[src/rtl/high_score_table_if.sv]
// Bus between the game FSM / menu logic and the high-score table:
// game-end capture inputs, table read port and attempt status.
interface high_score_table_if #(
  parameter int SCORE_W = 8,
  parameter int DEPTH   = 4
);
  localparam int RANK_W = $clog2(DEPTH + 1);
  localparam int IDX_W  = $clog2(DEPTH);

  logic [2:0]         mode;
  logic [SCORE_W-1:0] score;
  logic               clear;
  logic [IDX_W-1:0]   rd_idx;
  logic [SCORE_W-1:0] rd_score;
  logic               rd_valid;
  logic [SCORE_W-1:0] highest_score;
  logic               busy;
  logic               done;
  logic [RANK_W-1:0]  rank;
  logic               new_record;

  modport master (
    output mode, score, clear, rd_idx,
    input  rd_score, rd_valid, highest_score, busy, done, rank, new_record
  );

  modport slave (
    input  mode, score, clear, rd_idx,
    output rd_score, rd_valid, highest_score, busy, done, rank, new_record
  );
endinterface

[src/rtl/high_score_table.sv]
// Top-N sorted leaderboard: on game end, scans for the score's rank then inserts it.
// Optional macro HS_TIE_NEWER_FIRST_EN: a new equal score ranks above an older one.
module high_score_table #(
  parameter int         SCORE_W     = 8,
  parameter int         DEPTH       = 4,
  parameter logic [2:0] FINISH_MODE = 3'b101
) (
  input logic              clk,
  input logic              rst,
  high_score_table_if.slave bus
);
  localparam int RANK_W = $clog2(DEPTH + 1);
  localparam int IDX_W  = $clog2(DEPTH);
  localparam logic [RANK_W-1:0] NONE = RANK_W'(DEPTH);

  localparam logic [1:0] IDLE   = 2'd0;
  localparam logic [1:0] SCAN   = 2'd1;
  localparam logic [1:0] INSERT = 2'd2;

  logic [1:0]         state;
  logic [2:0]         mode_q;
  logic [SCORE_W-1:0] cand;
  logic [IDX_W-1:0]   idx;
  logic [RANK_W-1:0]  pos;
  logic [RANK_W-1:0]  rank;
  logic               done;
  logic               new_record;
  logic [SCORE_W-1:0] entry_score [DEPTH];
  logic               entry_valid [DEPTH];
  logic               start;

  function automatic logic beats(input logic [SCORE_W-1:0] c,
                                 input logic [SCORE_W-1:0] e,
                                 input logic               v);
`ifdef HS_TIE_NEWER_FIRST_EN
    return !v || (c >= e);
`else
    return !v || (c > e);
`endif
  endfunction

  assign start = (bus.mode == FINISH_MODE) && (mode_q != FINISH_MODE);

  always_ff @(posedge clk or posedge rst) begin
    if (rst) begin
      mode_q     <= '0;
      state      <= IDLE;
      cand       <= '0;
      idx        <= '0;
      pos        <= NONE;
      rank       <= NONE;
      done       <= 1'b0;
      new_record <= 1'b0;
      for (int i = 0; i < DEPTH; i++) begin
        entry_score[i] <= '0;
        entry_valid[i] <= 1'b0;
      end
    end else begin
      mode_q     <= bus.mode;
      done       <= 1'b0;
      new_record <= 1'b0;
      if (bus.clear) begin
        // Wipe aborts any in-flight attempt silently and swallows a same-edge start.
        state <= IDLE;
        rank  <= NONE;
        for (int i = 0; i < DEPTH; i++) begin
          entry_score[i] <= '0;
          entry_valid[i] <= 1'b0;
        end
      end else begin
        case (state)
          IDLE: begin
            if (start) begin
              cand  <= bus.score;
              idx   <= '0;
              pos   <= NONE;
              state <= SCAN;
            end
          end
          SCAN: begin
            if (pos == NONE && beats(cand, entry_score[idx], entry_valid[idx]))
              pos <= RANK_W'(idx);
            if (idx == IDX_W'(DEPTH - 1))
              state <= INSERT;
            else
              idx <= idx + IDX_W'(1);
          end
          INSERT: begin
            if (pos < NONE) begin
              for (int i = 1; i < DEPTH; i++) begin
                if (RANK_W'(i) > pos) begin
                  entry_score[i] <= entry_score[i-1];
                  entry_valid[i] <= entry_valid[i-1];
                end
              end
              for (int i = 0; i < DEPTH; i++) begin
                if (RANK_W'(i) == pos) begin
                  entry_score[i] <= cand;
                  entry_valid[i] <= 1'b1;
                end
              end
            end
            rank       <= pos;
            done       <= 1'b1;
            new_record <= (pos == '0);
            state      <= IDLE;
          end
          default: state <= IDLE;
        endcase
      end
    end
  end

  // Invalid entries always hold score 0, so entry 0 can be exported directly.
  always_comb begin
    bus.rd_score = '0;
    bus.rd_valid = 1'b0;
    if (int'(bus.rd_idx) < DEPTH) begin
      bus.rd_valid = entry_valid[bus.rd_idx];
      bus.rd_score = entry_valid[bus.rd_idx] ? entry_score[bus.rd_idx] : '0;
    end
  end

  assign bus.highest_score = entry_valid[0] ? entry_score[0] : '0;
  assign bus.busy          = (state != IDLE);
  assign bus.done          = done;
  assign bus.rank          = rank;
  assign bus.new_record    = new_record;
endmodule

[src/flat_wrapper.sv]
// flat-port wrapper written by rule: the top's interface ports become plain ports
module high_score_table_flat 
#(
  parameter int         SCORE_W     = 8,
  parameter int         DEPTH       = 4,
  parameter logic [2:0] FINISH_MODE = 3'b101
)
  (clk, rst, bus_mode, bus_score, bus_clear, bus_rd_idx, bus_rd_score, bus_rd_valid, bus_highest_score, bus_busy, bus_done, bus_rank, bus_new_record);
  high_score_table_if #(.SCORE_W(SCORE_W), .DEPTH(DEPTH)) bus_i ();
  input logic clk;
  input logic rst;
  input wire logic [$bits(bus_i.mode)-1:0] bus_mode;
  input wire logic [$bits(bus_i.score)-1:0] bus_score;
  input wire logic [$bits(bus_i.clear)-1:0] bus_clear;
  input wire logic [$bits(bus_i.rd_idx)-1:0] bus_rd_idx;
  output wire logic [$bits(bus_i.rd_score)-1:0] bus_rd_score;
  output wire logic [$bits(bus_i.rd_valid)-1:0] bus_rd_valid;
  output wire logic [$bits(bus_i.highest_score)-1:0] bus_highest_score;
  output wire logic [$bits(bus_i.busy)-1:0] bus_busy;
  output wire logic [$bits(bus_i.done)-1:0] bus_done;
  output wire logic [$bits(bus_i.rank)-1:0] bus_rank;
  output wire logic [$bits(bus_i.new_record)-1:0] bus_new_record;
  assign bus_i.mode = bus_mode;
  assign bus_i.score = bus_score;
  assign bus_i.clear = bus_clear;
  assign bus_i.rd_idx = bus_rd_idx;
  assign bus_rd_score = bus_i.rd_score;
  assign bus_rd_valid = bus_i.rd_valid;
  assign bus_highest_score = bus_i.highest_score;
  assign bus_busy = bus_i.busy;
  assign bus_done = bus_i.done;
  assign bus_rank = bus_i.rank;
  assign bus_new_record = bus_i.new_record;
  high_score_table #(.SCORE_W(SCORE_W), .DEPTH(DEPTH), .FINISH_MODE(FINISH_MODE)) u_core (.clk(clk), .rst(rst), .bus(bus_i));
endmodule
[config.mk]
export PLATFORM = sky130hd
export DESIGN_NAME = high_score_table_flat
export DESIGN_NICKNAME = d
export VERILOG_FILES = /design/src/rtl/high_score_table_if.sv /design/src/rtl/high_score_table.sv /design/src/flat_wrapper.sv
export SDC_FILE = /design/constraint.sdc
export NUM_CORES = 1
export LEC_CHECK = 0
export BUFFER_PORTS_ARGS = -buffer_cell sky130_fd_sc_hd__buf_2
export CORE_MARGIN = 2
export CORE_UTILIZATION = 53
export CTS_CLUSTER_DIAMETER = 80
export DETAILED_ROUTE_END_ITERATION = 8
export GPL_TIMING_DRIVEN = 0
export PLACE_DENSITY = 0.76
export SETUP_SLACK_MARGIN = 0.2
export SYNTH_ARGS = -nofsm -noshare
export SYNTH_HDL_FRONTEND = slang
export SYNTH_SLANG_ARGS = --single-unit
[constraint.sdc]
create_clock -name clk -period 2.3 [get_ports clk]
set_input_delay 0.115 -clock clk [delete_from_list [all_inputs] [get_ports clk]]
set_output_delay 0.115 -clock clk [all_outputs]
set_load 0.01 [all_outputs]
==> impl_metrics.env <==
export IMPL_outcome="finished clean"
export IMPL_fill_cells=451
export IMPL_synth_area_mm2=0.00329
export IMPL_wl_per_cell_um=19.5
export IMPL_max_freq_ghz=0.464
export IMPL_root_buffer="clkbuf_8"
export IMPL_yosys_area_top_type="dfrtp_1"
export IMPL_syn_nets=320
export IMPL_r2r_setup_slack_ps=150
export IMPL_diodes=0
export IMPL_portBuffers=37
export IMPL_drc_errors=0
export IMPL_nNetsFinal=382
export IMPL_rows=28
export IMPL_regToRegEndpoint="u_core.pos[0]"
export IMPL_register_area_mm2=0.00148
export IMPL_coreArea_mm2=0.00596
export IMPL_place_hpwl_mm=5.34
export IMPL_numCtsBuffers=9
export IMPL_drv_cap=0
export IMPL_cp_arrival_ps=2370
export IMPL_peakVddDrop_v=0.000530
export IMPL_slew_limit_headroom_pct=28.9
export IMPL_hold_depth=2
export IMPL_avgViaCountPerCell=6.04
export IMPL_ys_ff_latch=59
export IMPL_critPathMaxFanout=7
export IMPL_drv_slew=0
export IMPL_clk_pin_slew_ps=70
export IMPL_avgSynthCellArea_um2=11.2
export IMPL_critPathRequiredTime_ps=2520
export IMPL_area_growth_pct=22.0
export IMPL_slowest_stage="mux4_2"
export IMPL_cts_sinks=59
export IMPL_cts_tree="yes"
export IMPL_drt_iter0_markers=180
export IMPL_die_y_um=82.8
export IMPL_placed_cells=408
export IMPL_die_area_mm2=0.00686
export IMPL_power_mw=2.89
export IMPL_critPathMaxStageDelay_ps=500
export IMPL_grt_overflow_total=0
export IMPL_min_from="bus_score[2]"
export IMPL_drive_gt1_share_pct=33.2
export IMPL_cp_start_kind="flop"
export IMPL_grt_max_degree=43
export IMPL_num_vias=2635
export IMPL_place_congestion=0.921
export IMPL_end_kind="flop"
export IMPL_antenna_found_initial=0
export IMPL_async_flop_share_pct=100
export IMPL_cp_cell_sequence="buf_12 > mux4_2 > inv_2 > ha_4 > nor2b_4 > o211ai_1 > a21oi_1 > o21ai_2 > o31ai_1"
export IMPL_grt_pass1_wl_mm=13.7
export IMPL_synthTopCellsByArea="dfrtp_1 (43%), mux4_2 (11%), mux2i_1 (7.6%), a211oi_1 (3.4%), ha_1 (3.4%)"
export IMPL_first_global_vias=2641
export IMPL_synth_cell_types=42
export IMPL_drtPass1Iterations=4
export IMPL_synth_edf_count=0
export IMPL_clock_latency_ps=350
export IMPL_holdPathEnd="u_core.cand[2]"
export IMPL_final_cells=436
export IMPL_htree_levels=3
export IMPL_grt_use_total_pct=26.0
export IMPL_period_share_pct=93.6
export IMPL_setup_tns_final_ps=0
export IMPL_ant_nets=0
export IMPL_ys_seq_area_share_pct=44.9
export IMPL_synth_most_common_cell="dfrtp_1"
export IMPL_fin_util_pct=67.5
export IMPL_p_per_area_mw_per_mm2=718
export IMPL_r2r_cells=9
export IMPL_tightest_slew_ps=1070
export IMPL_multi_input_area_mm2=0.00175
export IMPL_hold_viol_final=0
export IMPL_clk_path_buf_depth=2
export IMPL_wirelength_mm=8.49
export IMPL_ios=39
export IMPL_synth_common_cells="dfrtp_1 (57), nor2_1 (27), mux2i_1 (25)"
export IMPL_start_util_pct=55.3
export IMPL_synth_top_cell_area_share_pct=43.3
export IMPL_worstSetupPathType="reg2reg"
export IMPL_setup_viol=0
export IMPL_post_route_min_period_ps=2150
export IMPL_leakagePower_nw=1.79
export IMPL_fin_skew_ps=9.81
export IMPL_synth_flop_cell="dfrtp_1"
export IMPL_min_path_type="in2reg"
export IMPL_die_width_um=82.8
export IMPL_ys_warn_count=0
export IMPL_syn_instance_count=295
export IMPL_rsz0062_at_grt="yes"
export IMPL_r2r_start="u_core.idx[1]"
==> critical path: cells and delay by family, from the launching register on <==
kind / cells / cell delay (ps)
compound gates: 4 / 590
mux: 1 / 500
flops: 1 / 400
buf+inv: 2 / 230
fa+ha+maj: 1 / 190
simple gates: 1 / 120
==> area by class of cell <==
type	instances	area share [%]
multi-input combinational	199	43.6
sequential	59	36.9
timing repair buffer	51	8.09
clock buffer	13	4.20
buffer	18	2.93
tap	75	2.33
inverter	19	1.77
clock inverter	2	0.249
==> repair_timing <==
action | in CTS | in global routing
gates resized for setup | 18 | 7
endpoints found under the hold margin | 25 | 0
setup endpoints to repair | 12 | 9
hold buffers | 9 | 0
gates cloned | 0 | 0
setup buffers | 2 | 2
pin swaps | 8 | 5
==> report_power, final <==
group / switching [mW] / total, mW / internal (mW) / leakage (nW)
clock network: 0.402 / 0.871 / 0.470 / 0.0953
logic: 0.383 / 0.762 / 0.379 / 0.907
registers: 0.129 / 1.25 / 1.13 / 0.790
==> cell usage in the layout, fill, tap and decap left out, types with 9 or more instances in the layout <==
cell type | Yosys | layout
mux4_2 | 16 | 16
nand2_1 | 18 | 18
mux2_2 | 9 | 9
mux2i_1 | 25 | 25
nor2_1 | 27 | 27
o21ai_0 | 12 | 11
a211oi_1 | 15 | 15
a22o_1 | 9 | 9
buf_2 | 7 | 43
clkbuf_8 | 0 | 13
dlygate4sd3_1 | 0 | 9
inv_1 | 19 | 15
and2_1 | 9 | 9
dfrtp_1 | 57 | 55
==> sequential cells by signal, indices dropped and copies added, names as in the netlist <==
register	flops
u_core.entry_valid	4
u_core.bus.new_record	1
u_core.cand	8
u_core.pos	3
u_core.entry_score	32
u_core.bus.rank	3
u_core.state	2
u_core.mode_q	3
u_core.idx	2
u_core.bus.done	1
==> per-layer routing <==
layer  track usage, %  wire length (µm)
met5                0                 0
met4             14.0               221
met3             6.26               792
met2             39.7              4110
met1             34.5              3370
==> stage by stage <==
| step | hold slack, ps | setup WS (ps) | area, µm² |
|---|---|---|---|
| after floorplan | 146 | 203 | 3300 |
| after global placement | 237 | -75.4 | 3580 |
| after detailed placement | 132 | -86.4 | 3600 |
| after CTS | 0.823 | 160 | 3970 |
| after global routing | 9.31 | 94.7 | 4020 |
| final | 3.55 | 147 | 4020 |
==> logic make-up (layout without fill, tap and decap cells) <==
logic type / after synthesis / count (layout) / share of synthesized area (%)
multiplexers: 51 / 51 / 22.4
buffers and inverters: 37 / 103 / 4.94
adder cells (fa/ha/maj): 9 / 9 / 3.42
flip-flops: 59 / 59 / 44.9
AND/OR/NAND/NOR: 79 / 79 / 11.9
AO/OA/AOI/OAI: 60 / 60 / 12.4
==> worst max-delay path by stage <==
stage | start | to | slack [ps] | cells past startpoint
after detailed placement | u_core.idx[1] | u_core.pos[2] | -90 | 9
after global placement | rst | u_core.cand[3] | -80 | 2
after global routing | u_core.idx[1] | u_core.pos[0] | 90 | 9
after floorplan | u_core.idx[1] | u_core.pos[2] | 200 | 9
after CTS | u_core.idx[1] | u_core.pos[2] | 160 | 9
final | u_core.idx[1] | u_core.pos[0] | 150 | 9
(Power assumes the default switching activity.)
